File: src/rtl/ulpi_phy_responder.sv
// rtl/ulpi_phy_responder.sv - USB3300-style ULPI PHY responder: register access, TX sink, RX CMD on line-state change
module ulpi_phy_responder #(
  parameter logic [15:0] VENDOR_ID     = 16'h0424,
  parameter logic [15:0] PRODUCT_ID    = 16'h0007,
  parameter logic [7:0]  FUNC_CTRL_RST = 8'h41,
  parameter logic [7:0]  OTG_CTRL_RST  = 8'h06
) (
  input  logic       clk_ext,
  input  logic       rst,
  input  logic [7:0] ulpi_data_in,
  output logic [7:0] ulpi_data_out,
  output logic       ulpi_data_oe,
  output logic       DIR,
  output logic       NXT,
  input  logic       STP,
  input  logic [1:0] linestate,
  output logic       reg_wr_strobe,
  output logic [5:0] reg_wr_addr,
  output logic       tx_done,
  output logic [9:0] tx_byte_count
);

  typedef enum logic [3:0] {
    IDLE, WR_ACK, WR_DATA, WR_STP, RD_ACK, RD_TURN, RD_DATA,
    RXC_TURN, RXC_DATA, TX_PKT, TURNBACK
  } state_t;

  state_t     state;
  logic [5:0] addr;
  logic [7:0] wr_data;
  logic [1:0] last_ls;
  logic [9:0] tx_cnt;
  logic [7:0] func_ctrl, if_ctrl, otg_ctrl, scratch;

  logic       wr_ok;
  logic [1:0] grp, op;
  logic [7:0] cur_val, wr_val, rd_val;

  // Each writable register has three aliases: base (write), base+1 (set), base+2 (clear).
  always_comb begin
    wr_ok = 1'b1;
    grp   = 2'd0;
    op    = 2'd0;
    case (addr)
      6'h04: begin grp = 2'd0; op = 2'd0; end
      6'h05: begin grp = 2'd0; op = 2'd1; end
      6'h06: begin grp = 2'd0; op = 2'd2; end
      6'h07: begin grp = 2'd1; op = 2'd0; end
      6'h08: begin grp = 2'd1; op = 2'd1; end
      6'h09: begin grp = 2'd1; op = 2'd2; end
      6'h0A: begin grp = 2'd2; op = 2'd0; end
      6'h0B: begin grp = 2'd2; op = 2'd1; end
      6'h0C: begin grp = 2'd2; op = 2'd2; end
      6'h16: begin grp = 2'd3; op = 2'd0; end
      6'h17: begin grp = 2'd3; op = 2'd1; end
      6'h18: begin grp = 2'd3; op = 2'd2; end
      default: wr_ok = 1'b0;
    endcase

    case (grp)
      2'd0:    cur_val = func_ctrl;
      2'd1:    cur_val = if_ctrl;
      2'd2:    cur_val = otg_ctrl;
      default: cur_val = scratch;
    endcase

    case (op)
      2'd0:    wr_val = wr_data;
      2'd1:    wr_val = cur_val | wr_data;
      default: wr_val = cur_val & ~wr_data;
    endcase

    if (wr_ok) begin
      rd_val = cur_val;
    end else begin
      case (addr)
        6'h00:   rd_val = VENDOR_ID[7:0];
        6'h01:   rd_val = VENDOR_ID[15:8];
        6'h02:   rd_val = PRODUCT_ID[7:0];
        6'h03:   rd_val = PRODUCT_ID[15:8];
        default: rd_val = 8'h00;
      endcase
    end
  end

  always_ff @(posedge clk_ext) begin
    if (rst) begin
      state         <= IDLE;
      DIR           <= 1'b0;
      ulpi_data_oe  <= 1'b0;
      NXT           <= 1'b0;
      ulpi_data_out <= 8'h00;
      reg_wr_strobe <= 1'b0;
      reg_wr_addr   <= 6'd0;
      tx_done       <= 1'b0;
      tx_byte_count <= 10'd0;
      tx_cnt        <= 10'd0;
      addr          <= 6'd0;
      wr_data       <= 8'h00;
      last_ls       <= 2'b00;
      func_ctrl     <= FUNC_CTRL_RST;
      if_ctrl       <= 8'h00;
      otg_ctrl      <= OTG_CTRL_RST;
      scratch       <= 8'h00;
    end else begin
      reg_wr_strobe <= 1'b0;
      tx_done       <= 1'b0;
      case (state)
        IDLE: begin
          addr <= ulpi_data_in[5:0];
          if (ulpi_data_in[7:6] == 2'b10) begin
            state <= WR_ACK;
            NXT   <= 1'b1;
          end else if (ulpi_data_in[7:6] == 2'b11) begin
            state <= RD_ACK;
            NXT   <= 1'b1;
          end else if (ulpi_data_in[7:6] == 2'b01) begin
            state  <= TX_PKT;
            NXT    <= 1'b1;
            tx_cnt <= 10'd0;
          end else if (ulpi_data_in == 8'h00 && !STP && linestate != last_ls) begin
            state         <= RXC_TURN;
            DIR           <= 1'b1;
            ulpi_data_oe  <= 1'b1;
            ulpi_data_out <= 8'h00;
          end
        end
        WR_ACK: begin
          if (STP) begin
            state <= IDLE;
            NXT   <= 1'b0;
          end else begin
            state <= WR_DATA;
          end
        end
        WR_DATA: begin
          wr_data <= ulpi_data_in;
          NXT     <= 1'b0;
          state   <= WR_STP;
        end
        WR_STP: begin
          if (STP) begin
            state <= IDLE;
            if (wr_ok) begin
              reg_wr_strobe <= 1'b1;
              reg_wr_addr   <= addr;
              case (grp)
                2'd0:    func_ctrl <= wr_val;
                2'd1:    if_ctrl   <= wr_val;
                2'd2:    otg_ctrl  <= wr_val;
                default: scratch   <= wr_val;
              endcase
            end
          end
        end
        RD_ACK: begin
          NXT           <= 1'b0;
          DIR           <= 1'b1;
          ulpi_data_oe  <= 1'b1;
          ulpi_data_out <= 8'h00;
          state         <= RD_TURN;
        end
        RD_TURN: begin
          ulpi_data_out <= rd_val;
          state         <= RD_DATA;
        end
        RXC_TURN: begin
          ulpi_data_out <= {6'b0, linestate};
          last_ls       <= linestate;
          state         <= RXC_DATA;
        end
        RD_DATA, RXC_DATA: begin
          DIR           <= 1'b0;
          ulpi_data_oe  <= 1'b0;
          ulpi_data_out <= 8'h00;
          state         <= TURNBACK;
        end
        TX_PKT: begin
          if (STP) begin
            NXT           <= 1'b0;
            tx_done       <= 1'b1;
            tx_byte_count <= tx_cnt;
            state         <= IDLE;
          end else if (tx_cnt != 10'h3FF) begin
            tx_cnt <= tx_cnt + 10'd1;
          end
        end
        TURNBACK: state <= IDLE;
        default: begin
          state         <= IDLE;
          DIR           <= 1'b0;
          ulpi_data_oe  <= 1'b0;
          NXT           <= 1'b0;
          ulpi_data_out <= 8'h00;
        end
      endcase
    end
  end

endmodule

File: config.mk
export PLATFORM = sky130hd
export DESIGN_NAME = ulpi_phy_responder
export DESIGN_NICKNAME = d
export VERILOG_FILES = /design/src/rtl/ulpi_phy_responder.sv
export SDC_FILE = /design/constraint.sdc
export NUM_CORES = 1
export LEC_CHECK = 0
export CAP_MARGIN = 25
export CORE_UTILIZATION = 58
export CTS_CLUSTER_SIZE = 20
export DETAILED_ROUTE_END_ITERATION = 7
export MAX_ROUTING_LAYER = met4
export PLACE_DENSITY = 0.87
export SLEW_MARGIN = 20
export SYNTH_ARGS = -nofsm -noshare
export SYNTH_HDL_FRONTEND = slang
export SYNTH_SLANG_ARGS = --single-unit
File: constraint.sdc
create_clock -name clk_ext -period 3.2 [get_ports clk_ext]
set_clock_uncertainty 0.15 [all_clocks]
set_input_delay 0.8 -clock clk_ext [delete_from_list [all_inputs] [get_ports clk_ext]]
set_output_delay 0.8 -clock clk_ext [all_outputs]
set_load 0.01 [all_outputs]
# Word level (Yosys, flattened, before mapping)
# Index checks and enable logic that the tools add are counted.
# Widths: inputs -> output; s select.
word_totals:
  register_bits: 90
  in_bits: 13
  wordCells: 142
classes:
  n_addsub: 1
  n_eq_ne: 43
  mux: 37
  bitwise_logic: 10
  n_reduce_logical: 35
op_table:
  columns: ["cell", "count"]
  rows:
  - ["$mux 10", 5]
  - ["$mux 8", 5]
  - ["$pmux 4 s8", 1]
  - ["$pmux 8 s4", 1]
  - ["$eq 6x4->1 const B", 5]
  - ["$eq 6x3->1 const B", 4]
  - ["$pmux 8 s3", 1]
  - ["$mux 4", 5]
  - ["$pmux 10 s2", 1]
  - ["$eq 6x5->1 const B", 3]
  - ["$pmux 6 s3", 1]
  - ["$eq 4x3->1 const B", 4]
  - ["$pmux 8 s2", 1]
  - ["$reduce_and 4->1", 4]
  - ["$reduce_or 3->1", 5]
  - ["$ne 2x2->1 const B", 7]
  - ["$eq 4x4->1 const B", 3]
  - ["$reduce_or 12->1", 1]
  - ["$mux 1", 11]
  - ["$add 10x1->10 const B", 1]
  - ["$ne 10x10->1 const B", 1]
  - ["$reduce_and 5->1", 2]
  - ["$and 8x8->8", 1]
  - ["$eq 4x2->1 const B", 2]
  - ["other kinds (31)", 51]

# Depth between registers and ports, before layout
logic_depth:
  ltp_word: 8
  mapped_depth: 9
  ltp_nobuf: 8

# Worst setup path before layout
# Ideal clock, no wire load.
synth_path:
  kind: "input to register"
  from: "input ulpi_data_in[6]"
  to: "register tx_cnt[9]"
  setup_time_ns: 0.124
  t_arrival_ns: 2.139
  slack_ns: 0.787
  stages: 9
  n_path_buf: 1
  cell_sequence: "inv_1 -> ha_1 -> nor2_1 -> a31oi_1 -> a311o_1 -> clkbuf_1 -> nor3_1 -> xnor2_1 -> nor2_1"
synth_between:
  elab_chain_cells: 3
  elab_cells_between_ends: 7
  cone_classes: "eq/ne: 6; reduce/logical: 1"
synth_lines:
  columns: ["element", "line", "source"]
  rows:
  - ["from (decl)", "10", "input logic [7:0] ulpi_data_in,"]
  - ["$eq 2x1->1, or another cell as far along", "117", "end else if (ulpi_data_in[7:6] == 2'b01) begin"]
  - ["$ne 2x2->1 (no line)", null, null]
  - ["$reduce_and 6->1 (no line) (*)", null, null]
  - ["to (signal assigned)", "185", "tx_cnt <= tx_cnt + 10'd1;"]
  - ["to (decl)", "32", "logic [9:0] tx_cnt;"]
# Mark *: on every way between the ends. The rest lies on a longest branch, timed or not.
# A chain may end at the register's enable or synchronous reset.

# Final worst setup path
layout_path:
  from: "register addr[4]"
  to: "register scratch[6]"
layout_between:
  elab_chain_cells: 7
  elab_cells_between_ends: 33
  cone_classes: "eq/ne: 15; mux: 5; bitwise: 3; reduce/logical: 10"
layout_lines:
  columns: ["element", "line", "source"]
  rows:
  - ["from (decl)", "29", "logic [5:0] addr;"]
  - ["from (signal assigned)", "110", "addr <= ulpi_data_in[5:0];"]
  - ["$eq 6x5->1, or another cell as far along", "44", "case (addr)"]
  - ["$reduce_or 3->1 (no line)", null, null]
  - ["$pmux 2 s3", "44", null]
  - ["$eq 2x2->1, or another cell as far along", "60, 147", null]
  - ["$pmux 8 s3 or $reduce_or 3->1 (tied branches)", null, null]
  - ["$and 8x8->8, or another cell as far along", "70", "default: wr_val = cur_val & ~wr_data;"]
  - ["$pmux 8 s2 or $reduce_and 4->1 (tied branches)", null, null]
  - ["to (signal assigned)", "151", "default: scratch <= wr_val;"]
  - ["to (decl)", "33", "logic [7:0] func_ctrl, if_ctrl, otg_ctrl, scratch;"]
# Several ways; a longest one is shown, not always the timed one.

==> flow_summary.ini <==
[setup_path]
required_ps = 3300
critical_path_startpoint_category = register
critical_path_arrival_ps = 3110
critical_path_class = register to register
regToRegEndpoint = scratch[6]
regToRegStartpoint = addr[4]
setup_crit_end_kind = register
crit_fanout = 15
rr_worst_depth = 6
reg2reg_setup_slack_ps = 190

[yosys]
synth_top_cell_area_share = 0.391
synth-edff-count = 0
postSynthCellCount = 538
ys_top_cells_by_area = dfxtp_1, nor2_1, nand2_1, a21oi_1, mux2i_1
syn_area_sq_um = 4600
synth_async_sr_flop_share = 0
synthFlopType = dfxtp_1
synth-seq-area-share = 0.391
syn_area_per_cell_sq_um = 8.56
post_synthesis_sequential_element_count = 90
synth_fp_nets = 557
synth.yosys.warnings = 0
yosys.area.top_type = dfxtp_1
synth_cell_type_count = 72

[min_path]
hold-path-cell-count = 2
worstHoldEndpoint = ulpi_data_out[1]
min_path_type = register to register
hold_start = ulpi_data_out[1]

[timing]
report.final.setup_viol = 0
maxSlewViolCount = 0
hold_viol = 0
final_cycle_share = 0.941
worst_slew_pin_slew_ps = 779
setup_repair_after_global_routing_missed_its_margin = no
period_minus_slack_ps = 3010
fmax_mhz = 332
post_route_setup_tns_ps = 0
relSlewSlack = 0.481

[clock_network]
root_buffer = clkbuf_8
maximum_clock_insertion_buffer_count = 2
htreeDepth = 3
worstSkewPairLatency_ps = 360
cts_hold_repair.buffers = 0
clk_pin_slew_ps = 90
tritoncts.num_buffers = 9
clock_sinks = 90
cts_setup_buffers = 0
cts_repair_resize_count = 0
clock_tree_from_tritoncts = yes

[place]
numPortBuffers = 41
place_inst = 658
place.gp.congestion = 0.893
detailed_placement_hpwl_mm = 8.07

[power]
power_per_cell_area_nw_per_um2 = 685
p_leak_nw = 1.92
ir_worst_vdd_v = 0.000343

[layout]
drive_gt1_frac = 0.107
filler_cell_count = 642
most-common-layout-cells = dfxtp_1, nor2_1, nand2_1
antenna_cells = 0
non_filler_cells_in_the_finished_layout = 674
num-nets-final = 586
mostFrequentLayoutCell = dfxtp_1
layout.core_utilization = 0.684
synthToLayoutAreaGrowth_pct = 14.2

[detailed_routing]
dr.pass1.iters = 5
wl_per_cell_microns = 17.4
via_count = 4215
totalWireLength_mm = 11.7
antenna_left = 0
drc_errors = 0
drt_first_iter_violations = 400
detail_route.vias_per_cell = 6.25

[die]
core_outline_area_sq_um = 7690
floorplan_die_area_sq_um = 8300
start_util = 0.599
dieHeight_microns = 91.1
row_count = 32
io-pin-count = 42
dieWidth_microns = 91.1

[global_routing]
wire_length_of_the_first_global_routing_pass_mm = 19.3
grt_max_degree = 72
overflow = 0
via_count_of_the_first_global_routing_pass = 4056
globalRouteTotalUtil = 0.297
grt_antenna_before_repair = 0

[status]
status = completed

[run]
drv.max_cap_violation_count = 0
## registers in the layout, summed over array words and instances (netlist names)
name,cells
otg_ctrl,8
state,4
scratch,8
tx_byte_count,10
ulpi_data_out,8
reg_wr_addr,6
func_ctrl,8
wr_data,8
addr,6
last_ls,2
tx_cnt,10
tx_done,1
DIR,1
reg_wr_strobe,1
if_ctrl,8
NXT,1
## area by class of cell
| class | instances | area [sq um] | share of cell area |
|---|---|---|---|
| inverter | 10 | 37.5 | 0.00714 |
| tap | 102 | 128 | 0.0243 |
| sequential | 90 | 1800 | 0.343 |
| multi-input combinational | 395 | 2540 | 0.483 |
| clock buffer | 11 | 141 | 0.0269 |
| timing repair buffer | 61 | 556 | 0.106 |
| clock inverter | 5 | 53.8 | 0.0102 |
## synth_stat cells (3+ instances only)
master    instances
a211o_1           3
a211oi_1         13
a211oi_2          9
a21o_1            6
a21oi_1          37
a221o_1           3
a221oi_1          5
a22oi_1           7
a31oi_1           5
and2_1            5
buf_2            10
buf_4             6
buf_6             4
clkbuf_1         21
dfxtp_1          90
ha_1              6
inv_1            10
mux2i_1          18
nand2_1          55
nand2b_1          3
nand3_1           9
nand3b_1          3
nand4_1           5
nor2_1           71
nor2b_1          13
nor3_1           14
nor3b_1           4
nor4_1            5
nor4b_1           4
o21a_1            3
o21ai_0          19
o21ai_1           5
or3_1             3
or4_1             4
xnor2_1          10
## worst max-delay path by stage
| stage | depth (start not counted) | from | slack (ps) | to |
|---|---|---|---|---|
| 5_1_grt | 6 | addr[2] | 60 | scratch[6] |
| 2_1_floorplan | 9 | ulpi_data_in[6] | 790 | tx_cnt[9] |
| 3_3_place_gp | 9 | ulpi_data_in[6] | 210 | tx_cnt[5] |
| 6_report | 6 | addr[4] | 190 | scratch[6] |
| 4_1_cts | 6 | addr[2] | 250 | scratch[6] |
| 3_5_place_dp | 9 | ulpi_data_in[7] | 60 | DIR |
## layer usage
layer,vias to the layer above,track usage,share of wire,wire (microns)
li1,1990,-,-,-
met1,2016,0.380,0.43,4990
met2,183,0.473,0.49,5710
met3,26,0.0360,0.064,752
met4,0,0.132,0.022,259
met5,-,-,0,0
## kinds of logic after synthesis
group | Yosys count | share of synthesized area
mux | 18 | 0.0391
simple gates | 216 | 0.235
xor+xnor | 12 | 0.0228
flops | 90 | 0.391
fa+ha+maj | 6 | 0.0163
compound gates | 143 | 0.239
buf+inv | 53 | 0.0573
## critical path: stages (launching register included)
cell and delay (ps):
dfxtp_1 690, a211oi_1 180, o21ai_1 370, and2_0 490, a221oi_1 240, o41a_1 490
a211oi_1 290
## report_power, final
| part | internal, mW | total, mW | switching, mW |
|---|---|---|---|
| logic | 0.561 | 1.40 | 0.839 |
| clock network | 0.380 | 0.771 | 0.391 |
| registers | 1.22 | 1.43 | 0.207 |
| total | 2.16 | 3.60 | 1.44 |
## metrics by stage
step | power, mW | setup slack, ps | hold slack, ps | cell area [sq um]
after floorplan | 2.43 | 787 | 299 | 4600
after global placement | 2.77 | 208 | 308 | 5060
after detailed placement | 2.81 | 57.6 | 310 | 5060
after CTS | 3.57 | 247 | 325 | 5260
after global routing | 3.79 | 59.5 | 344 | 5260
final | 3.60 | 190 | 322 | 5260
Note: power is estimated with default switching activity, not from simulation.
